### src/rtl/prog_arb_pkg.sv
// Shared types for the program-memory arbiter: FSM states, client ids and
// the round-robin helper that names the other client.
package prog_arb_pkg;

  typedef enum logic [1:0] {
    IDLE,
    ISSUE,
    WAIT
  } arb_state_t;

  typedef enum logic {
    CLIENT_A,
    CLIENT_B
  } client_t;

  function automatic client_t other_client(input client_t c);
    return (c == CLIENT_A) ? CLIENT_B : CLIENT_A;
  endfunction

endpackage

### src/rtl/rr_pick2.sv
// Combinational two-way round-robin picker: a lone requester wins; on a tie
// the client that was not granted last time wins.
module rr_pick2
  import prog_arb_pkg::*;
(
  input  logic    a_req_i,
  input  logic    b_req_i,
  input  client_t last_grant_i,
  output logic    any_o,
  output client_t winner_o
);

  always_comb begin
    any_o    = a_req_i | b_req_i;
    winner_o = CLIENT_A;
    if (a_req_i && b_req_i) begin
      winner_o = other_client(last_grant_i);
    end else if (b_req_i) begin
      winner_o = CLIENT_B;
    end
  end

endmodule

### src/rtl/prog_mem_arbiter.sv
// Shares the program-memory read port between CPU fetch (A) and data reads (B),
// one read in flight. Optional WAIT timeout enabled by macro PROG_ARB_TIMEOUT_EN.
module prog_mem_arbiter
  import prog_arb_pkg::*;
#(
  parameter int ADDR_W      = 16,
  parameter int DATA_W      = 32,
  parameter int TIMEOUT_CYC = 1024
) (
  input  logic              clk_in,
  input  logic              rst_in,
  input  logic              a_req_in,
  input  logic [ADDR_W-1:0] a_addr_in,
  output logic              a_valid_out,
  output logic [DATA_W-1:0] a_data_out,
  input  logic              b_req_in,
  input  logic [ADDR_W-1:0] b_addr_in,
  output logic              b_valid_out,
  output logic [DATA_W-1:0] b_data_out,
  output logic              mem_req_out,
  output logic [ADDR_W-1:0] mem_addr_out,
  input  logic              mem_valid_in,
  input  logic [DATA_W-1:0] mem_data_in,
  output logic              err_out
);

  arb_state_t        state_q, state_d;
  client_t           last_q, last_d;
  client_t           win_q, win_d;
  logic [ADDR_W-1:0] addr_q, addr_d;
  logic              a_vld_q, a_vld_d;
  logic              b_vld_q, b_vld_d;
  logic [DATA_W-1:0] a_data_q, a_data_d;
  logic [DATA_W-1:0] b_data_q, b_data_d;

  logic              pick_any;
  client_t           pick_win;

`ifdef PROG_ARB_TIMEOUT_EN
  localparam int CNT_W = $clog2(TIMEOUT_CYC + 1);
  logic [CNT_W-1:0] cnt_q, cnt_d;
  logic             err_q, err_d;
`else
  logic unused_timeout;
  assign unused_timeout = (TIMEOUT_CYC != 0);
`endif

  rr_pick2 u_pick (
    .a_req_i      (a_req_in),
    .b_req_i      (b_req_in),
    .last_grant_i (last_q),
    .any_o        (pick_any),
    .winner_o     (pick_win)
  );

  always_comb begin
    state_d  = state_q;
    last_d   = last_q;
    win_d    = win_q;
    addr_d   = addr_q;
    a_vld_d  = 1'b0;
    b_vld_d  = 1'b0;
    a_data_d = a_data_q;
    b_data_d = b_data_q;
`ifdef PROG_ARB_TIMEOUT_EN
    cnt_d    = cnt_q;
    err_d    = err_q;
`endif
    case (state_q)
      IDLE: begin
        if (pick_any) begin
          win_d   = pick_win;
          addr_d  = (pick_win == CLIENT_A) ? a_addr_in : b_addr_in;
          state_d = ISSUE;
        end
      end
      ISSUE: begin
        state_d = WAIT;
`ifdef PROG_ARB_TIMEOUT_EN
        cnt_d   = '0;
`endif
      end
      WAIT: begin
        if (mem_valid_in) begin
          if (win_q == CLIENT_A) begin
            a_data_d = mem_data_in;
            a_vld_d  = 1'b1;
          end else begin
            b_data_d = mem_data_in;
            b_vld_d  = 1'b1;
          end
          last_d  = win_q;
          state_d = IDLE;
        end
`ifdef PROG_ARB_TIMEOUT_EN
        // The TIMEOUT_CYC-th silent WAIT cycle aborts with zero data.
        else if (cnt_q == CNT_W'(TIMEOUT_CYC - 1)) begin
          if (win_q == CLIENT_A) begin
            a_data_d = '0;
            a_vld_d  = 1'b1;
          end else begin
            b_data_d = '0;
            b_vld_d  = 1'b1;
          end
          err_d   = 1'b1;
          last_d  = win_q;
          state_d = IDLE;
        end else begin
          cnt_d = cnt_q + CNT_W'(1);
        end
`endif
      end
      default: state_d = IDLE;
    endcase
  end

  always_ff @(posedge clk_in) begin
    if (!rst_in) begin
      state_q  <= IDLE;
      last_q   <= CLIENT_B;
      win_q    <= CLIENT_A;
      addr_q   <= '0;
      a_vld_q  <= 1'b0;
      b_vld_q  <= 1'b0;
      a_data_q <= '0;
      b_data_q <= '0;
`ifdef PROG_ARB_TIMEOUT_EN
      cnt_q    <= '0;
      err_q    <= 1'b0;
`endif
    end else begin
      state_q  <= state_d;
      last_q   <= last_d;
      win_q    <= win_d;
      addr_q   <= addr_d;
      a_vld_q  <= a_vld_d;
      b_vld_q  <= b_vld_d;
      a_data_q <= a_data_d;
      b_data_q <= b_data_d;
`ifdef PROG_ARB_TIMEOUT_EN
      cnt_q    <= cnt_d;
      err_q    <= err_d;
`endif
    end
  end

  assign mem_req_out  = (state_q == ISSUE);
  assign mem_addr_out = addr_q;
  assign a_valid_out  = a_vld_q;
  assign a_data_out   = a_data_q;
  assign b_valid_out  = b_vld_q;
  assign b_data_out   = b_data_q;
`ifdef PROG_ARB_TIMEOUT_EN
  assign err_out      = err_q;
`else
  assign err_out      = 1'b0;
`endif

endmodule
### config.mk
export PLATFORM = sky130hd
export DESIGN_NAME = prog_mem_arbiter
export DESIGN_NICKNAME = d
export VERILOG_FILES = /design/src/rtl/prog_arb_pkg.sv /design/src/rtl/rr_pick2.sv /design/src/rtl/prog_mem_arbiter.sv
export SDC_FILE = /design/constraint.sdc
export NUM_CORES = 1
export LEC_CHECK = 0
export BUFFER_PORTS_ARGS = -buffer_cell sky130_fd_sc_hd__buf_2
export CAP_MARGIN = 20
export CORE_MARGIN = 2
export CORE_UTILIZATION = 49
export CTS_CLUSTER_DIAMETER = 60
export CTS_CLUSTER_SIZE = 10
export DETAILED_ROUTE_END_ITERATION = 10
export HOLD_SLACK_MARGIN = 0.15
export PLACE_DENSITY = 0.84
export SETUP_SLACK_MARGIN = 0.2
export SYNTH_ARGS = -nofsm -noshare
export SYNTH_HDL_FRONTEND = slang
export SYNTH_HIERARCHICAL = 1
export SYNTH_SLANG_ARGS = --single-unit
### constraint.sdc
create_clock -name clk_in -period 2.05 [get_ports clk_in]
set_clock_uncertainty 0.05 [all_clocks]
set_input_delay 0 -clock clk_in [delete_from_list [all_inputs] [get_ports clk_in]]
set_output_delay 0 -clock clk_in [all_outputs]
set_load 0.03 [all_outputs]
==> results of run 1 <==
## cell families after synthesis
family / Yosys count / share of synthesized area (%)
other: 1 / 0.121
DFF: 86 / 55.5
AOI/OAI and AO/OA: 98 / 21.3
muxes: 16 / 5.16
and+or+nand+nor: 80 / 12.4
buffers and inverters: 32 / 5.56
## worst register-to-register path, delay by kind of cell (launching register included)
kind | cells | cell delay, ns
buffers and inverters | 2 | 0.80
flip-flops | 1 | 0.34
AO/OA/AOI/OAI | 2 | 0.34
multiplexers | 1 | 0.32
## state kept, by name, indices dropped and copies added, names as in the netlist
name	count
a_data_out	32
b_data_out	32
mem_addr_out	16
state_q	2
a_valid_out	1
b_valid_out	1
last_q	1
win_q	1
## layer usage
layer	GRT usage, %	up-vias	share of wire, %
met4	13.6	0	3.5
met1	30.3	1534	38
met5	0	-	0
li1	-	1549	-
met2	48.0	217	51
met3	4.85	38	7.8
## timing repair
item	4_1_cts	5_1_grt
setup buffers	0	8
endpoints found under the setup margin	0	14
hold buffers	68	8
endpoints found under the hold margin	84	8
gates resized for setup	0	9
## worst paths after layout
path | start | to | slack [ns]
min | mem_data_in[5] | b_data_out[5]$_SDFFE_PN0P_ | 0.37
max reg2reg | last_q$_SDFFE_PN1P_ | mem_addr_out[4]$_SDFFE_PN0P_ | 0.08
min reg2reg | a_data_out[6]$_SDFFE_PN0P_ | a_data_out[6]$_SDFFE_PN0P_ | 0.42
max | a_req_in | mem_addr_out[4]$_SDFFE_PN0P_ | 0.04
## cell usage after synthesis
| cell type | n |
|---|---|
| a211oi_1 | 3 |
| a21boi_1 | 1 |
| a21oi_2 | 1 |
| a22o_1 | 32 |
| and3_1 | 1 |
| and3b_1 | 1 |
| buf_1 | 5 |
| buf_2 | 12 |
| buf_4 | 2 |
| buf_6 | 4 |
| clkbuf_1 | 7 |
| conb_1 | 1 |
| dfxtp_1 | 86 |
| inv_1 | 2 |
| mux2i_1 | 16 |
| nand2_1 | 34 |
| nand2_2 | 1 |
| nand2b_1 | 1 |
| nand3_1 | 33 |
| nand4bb_1 | 1 |
| nor2_1 | 4 |
| nor2b_1 | 1 |
| nor3b_1 | 1 |
| nor3b_4 | 1 |
| o211ai_1 | 13 |
| o21a_1 | 1 |
| o21ai_0 | 43 |
| o21ai_1 | 4 |
| or2_1 | 1 |
## layout make-up
cell class	instances	share of cell area [%]
clock buffers	10	2.66
clock inverters	3	0.313
inverters	2	0.156
multi-input cells	195	25.9
flip-flops and latches	86	35.9
well taps	75	1.96
repair buffers	235	33.2
## power by group
group	switching, mW	leakage (nW)	total [mW]	internal (mW)
clock	0.547	0.0776	0.962	0.415
sequential	0.0407	0.697	1.77	1.73
combinational	0.351	1.51	0.616	0.264
total	0.939	2.28	3.35	2.41
## stage by stage
step | worst slack, ns | power (mW) | utilization [%] | cell area, sq um | instances
2_1_floorplan | 0.662 | 2.07 | - | 3100 | 313
3_3_place_gp | 0.394 | 2.22 | 63.9 | 3850 | 516
3_5_place_dp | 0.350 | 2.23 | 63.9 | 3850 | 516
4_1_cts | 0.237 | 3.27 | 77.5 | 4670 | 597
5_1_grt | 0.0460 | 3.46 | 79.6 | 4800 | 606
6_report | 0.0410 | 3.35 | 79.6 | 4800 | 606
==> reports/qor.yml, run 1 <==
clock_network:
  cts_max_path_buffers: 2
  clk_latency_ns: 0.34
  cts_root_buffer: "clkbuf_8"
  cts_tree: "yes"
  cts_max_level: 3
  cts_buffers: 9
  clock_sinks: 86
  clkTransAtPathRegs_ns: 0.08
logic_synthesis:
  yosysWarnings: 6
  synth_area_leaders: "dfxtp_1, a22o_1, o21ai_0"
  synth.top_cell.area_share_pct: 55.5
  syn_area_per_cell_sq_um: 9.91
  synth-seq-area-share_pct: 55.5
  yosysTopAreaCell: "dfxtp_1"
  ys_ff_latch: 86
  ys_types: 29
  netlist_instances: 313
  synth_nets: 382
  synth.cell_area_sq_mm: 0.00310
floorplanning:
  dieArea_sq_mm: 0.00698
  die_x_um: 83.6
  std_cell_rows: 28
  core_sq_mm: 0.00603
  fp.dieH_um: 83.6
  ios: 153
  initial_core_util_pct: 51.5
final_layout:
  final_cell_mix: "buf_2, dfxtp_1, dlygate4sd3_1"
  syn_to_final_growth_pct: 54.6
  multi_input_area_sq_mm: 0.00124
  final_nets: 598
  final_common_cell: "buf_2"
  layout.area.seq_sq_mm: 0.00172
  drive_above_1_share_pct: 35.4
  antenna_cells: 0
  fillers: 375
timing:
  hold_viol: 0
  whs_ns: 0.373
  setup_viol: 0
  period_minus_slack_ns: 2.01
  fmax_mhz: 498
  slew_violations: 0
  grt_setup_unrepaired: "no"
  slew_headroom_pct: 62.1
  worst_slew_pin_slew_ns: 0.569
  finalSetupTns_ns: 0
  period_share_pct: 98.0
grt:
  antenna_found_initial: 0
  grt_pass1_vias: 3165
  grt_max_degree: 83
  grt_remaining_overflow: 0
  grt_pass1_wl_mm: 15.1
  groute.usage.overall_pct: 26.8
setup_path:
  critical-path-slowest-cell: "dlygate4sd3_1"
  worstSetupPathType: "in -> reg"
  cp_data_arrival_time_ns: 2.17
  cp-start-kind: "input pin"
  critical_path_buf_inv_count: 4
  crit_family: "buffers and inverters"
  end_kind: "flop"
  slowest_delay_ns: 0.64
  crit_fanout: 6
  cp.depth: 7
  cp.required_ns: 2.22
  r2r_cells: 5
  crit_chain: "dlygate4sd3_1 -> buf_2 -> a21boi_4 -> buf_12 -> mux2i_1 -> dlygate4sd3_1 -> o21ai_0"
  path_common_cell: "dlygate4sd3_1"
routing:
  drc: 0
  dr.pass1.iters: 5
  routed_wl_mm: 10.9
  viasPerCell: 5.51
  wl_per_cell_um: 18.0
  first_iter_violations: 188
  ant_nets: 0
  dr_total_vias: 3338
power_and_ir_drop:
  ir_drop_v: 0.000473
  pwr_density_cell_mw_per_mm2: 698
  power_leakage_nw: 2.28
min_path:
  hold_depth: 3
  hp-class: "in -> reg"
placement:
  port_buffers: 151
  place.detailed.hpwl_mm: 5.21
  gp_congestion: 0.722
run:
  drv_cap: 0
run_status:
  outcome: "finished clean"
Power figures use the tool's default switching activity.
==> run 2, diff against run 1 <==
- ABC_AREA: unset -> 1
- CORE_UTILIZATION: 49 -> 52
- PLACE_DENSITY: 0.84 -> 0.85
==> reports/qor.yml, run 2 <==
timing:
  period_share_pct: 91.2  # -6.8 points
  fmax_mhz: 535  # +7.5%
  setup_viol: 0  # unchanged
  slew_violations: 0  # unchanged
  finalSetupTns_ns: 0  # unchanged
  setup_ws_ns: 0.181  # +0.140 ns
  period_minus_slack_ns: 1.87  # -0.140 ns
  worst_slew_pin_slew_ns: 0.619  # +0.0498 ns
  hold_viol: 0  # unchanged
  whs_ns: 0.387  # +0.0140 ns
  grt_setup_unrepaired: "yes"
  slew_headroom_pct: 58.6  # -3.5 points
grt:
  grt_pass1_vias: 4069  # +29%
  groute.usage.overall_pct: 30.2  # +3.4 points
  antenna_found_initial: 0  # unchanged
  grt_pass1_wl_mm: 18.4  # +22%
  grt_remaining_overflow: 0  # unchanged
  grt_max_degree: 56  # -33%
min_path:
  hp-class: "in -> reg"
  worstHoldStart: "mem_data_in[29]"
logic_synthesis:
  yosysWarnings: 6  # unchanged
  ys_types: 21  # -28%
  synth_area_leaders: "dfxtp_1, nand2_1, nand3_1"
  syn_area_per_cell_sq_um: 6.87  # -31%
  synthTopCellsByCount: "nand2_1, nor2_1, nand3_1"
  synth-seq-area-share_pct: 46.7  # -8.8 points
  async_flop_share_pct: 0  # unchanged
  ys_ff_latch: 86  # unchanged
  synth_edf_count: 0  # unchanged
  synth.top_cell.area_share_pct: 46.7  # -8.8 points
  synth_flop_cell: "dfxtp_1"
  netlist_instances: 537  # +72%
  synth_nets: 606  # +59%
  synth_most_common_cell: "nand2_1"
  yosysTopAreaCell: "dfxtp_1"
  synth.cell_area_sq_mm: 0.00369  # +19%
setup_path:
  critPathLaunch: "a_req_in"
  end_kind: "flop"
  worstSetupPathType: "in -> reg"
  cp-start-kind: "input pin"
  r2r-end: "mem_addr_out[0]$_SDFFE_PN0P_"
  cp.required_ns: 2.24  # +0.02 ns
  r2r_cells: 7  # +2
  r2r-start: "last_q$_SDFFE_PN1P_"
  cp_data_arrival_time_ns: 2.06  # -0.11 ns
  crit_fanout: 8  # +2
  regToRegSetupSlack_ns: 0.19  # +0.11 ns
  setup.worst_path.end: "mem_addr_out[0]$_SDFFE_PN0P_"
routing:
  wl_per_cell_um: 14.3  # -21%
  drc: 0  # unchanged
  viasPerCell: 5.10  # -7.4%
  dr_total_vias: 4339  # +30%
  routed_wl_mm: 12.2  # +11%
  dr.pass1.iters: 5  # unchanged
  first_iter_violations: 291  # +55%
  ant_nets: 0  # unchanged
clock_network:
  clock_sinks: 86  # unchanged
  cts_root_buffer: "clkbuf_8"
  clkTransAtPathRegs_ns: 0.09  # about the same
  cts_buffers: 9  # unchanged
  clk_latency_ns: 0.34  # about the same
  cts_tree: "yes"
  cts_max_path_buffers: 2  # unchanged
  cts_max_level: 3  # unchanged
floorplanning:
  core_sq_mm: 0.00683  # +13%
  die_x_um: 88.2  # +5.5%
  ios: 153  # unchanged
  dieArea_sq_mm: 0.00778  # +11%
  initial_core_util_pct: 54.0  # +2.5 points
  std_cell_rows: 30  # +7.1%
  fp.dieH_um: 88.2  # +5.5%
final_layout:
  drive_above_1_share_pct: 25.2  # -10 points
  final_common_cell: "buf_2"
  antenna_cells: 0  # unchanged
  final_nets: 819  # +37%
  syn_to_final_growth_pct: 46.7
  final_cell_mix: "buf_2, nand2_1, nor2_1"
  stdcell_area_sq_mm: 0.00541  # +13%
power_and_ir_drop:
  pwr_density_cell_mw_per_mm2: 684  # -1.9%
  power_leakage_nw: 2.94  # +29%
  ir_drop_v: 0.000465  # -1.7%
placement:
  dpl_cell_area_sq_mm: 0.00442  # +15%
  port_buffers: 151  # unchanged
  gp_congestion: 0.844  # +17%
  pre_cts_ws_ns: 0.532  # +0.182 ns
  place.detailed.hpwl_mm: 6.62  # +27%
run_status:
  outcome: "finished clean"
run:
  drv_cap: 0  # unchanged
run 2: cell types whose count changed after synthesis, sizes merged, moves of 2 or more:
cell and delta:
o21ai -46, a22o -32, inv +54, nor3b -2, nand2 +116, a21oi +2, nand3 +65, a211oi -3
nor2 +99, mux2i -16, buf +5, o211ai -13
run 2: cells by family (layout without fill, tap and decap cells):
kind of cell / Yosys count / count (layout) / synth area share [%]
AND/OR/NAND/NOR: 355 / 355 / 40.8
buffers and inverters: 91 / 309 / 11.9
flip-flops: 86 / 86 / 46.7
AO/OA/AOI/OAI: 4 / 4 / 0.543
other: 1 / 1 / 0.102
run 2: cell type report:
cell class                      instances  area [sq um]
Tap cell                               96           120
Sequential cell                        86          1720
Timing Repair Buffer                  236          1620
Clock inverter                          4          30.0
Multi-Input combinational cell        360          1540
Inverter                               56           210
Fill cell                             454          1420
Timing Repair inverter                  1          7.51
Clock buffer                           12           155
run 2: critical path, stage by stage:
cell and delay, ns:
dlygate4sd3_1 0.55, buf_6 0.13, a21oi_4 0.22, clkinvlp_4 0.24, nand2_1 0.13, nand2_1 0.05
dlygate4sd3_1 0.55, nor2_1 0.10, nor2_1 0.08
run 2: worst min-delay path by stage:
stage / endpoint / slack (ns) / depth (start not counted)
2_1_floorplan: b_data_out[30]$_SDFFE_PN0P_ / 0.09 / 2
3_3_place_gp: b_data_out[1]$_SDFFE_PN0P_ / 0.19 / 3
3_5_place_dp: b_data_out[11]$_SDFFE_PN0P_ / 0.19 / 3
4_1_cts: b_data_out[13]$_SDFFE_PN0P_ / 0.37 / 4
5_1_grt: b_data_out[29]$_SDFFE_PN0P_ / 0.40 / 4
6_report: b_data_out[29]$_SDFFE_PN0P_ / 0.39 / 4
run 2: what timing repair did:
| item | in CTS | in global routing |
|---|---|---|
| resized for setup | 0 | 9 |
| hold buffers | 75 | 3 |
| setup buffers | 0 | 2 |
| endpoints found under the hold margin | 86 | 3 |
| endpoints found under the setup margin | 0 | 17 |
run 2: power by group:
part	leakage, nW	total, mW	switching (mW)	internal, mW
clock	0.0930	1.11	0.598	0.512
combinational	2.15	0.799	0.493	0.306
sequential	0.699	1.79	0.0473	1.74
total	2.94	3.70	1.14	2.56
run 2: routing by layer:
layer  GRT usage, %  wire (um)
met1           34.5       4460
met3           5.28        975
met4           13.5        384
met2           54.9       6340
met5              0          0
run 2: through the flow:
step | instances | total power, mW | utilization (%)
floorplan | 537 | 2.27 | -
global placement | 757 | 2.43 | 64.7
detailed placement | 757 | 2.45 | 64.7
CTS | 848 | 3.65 | 78.4
global route | 851 | 3.85 | 79.2
finish | 851 | 3.70 | 79.2
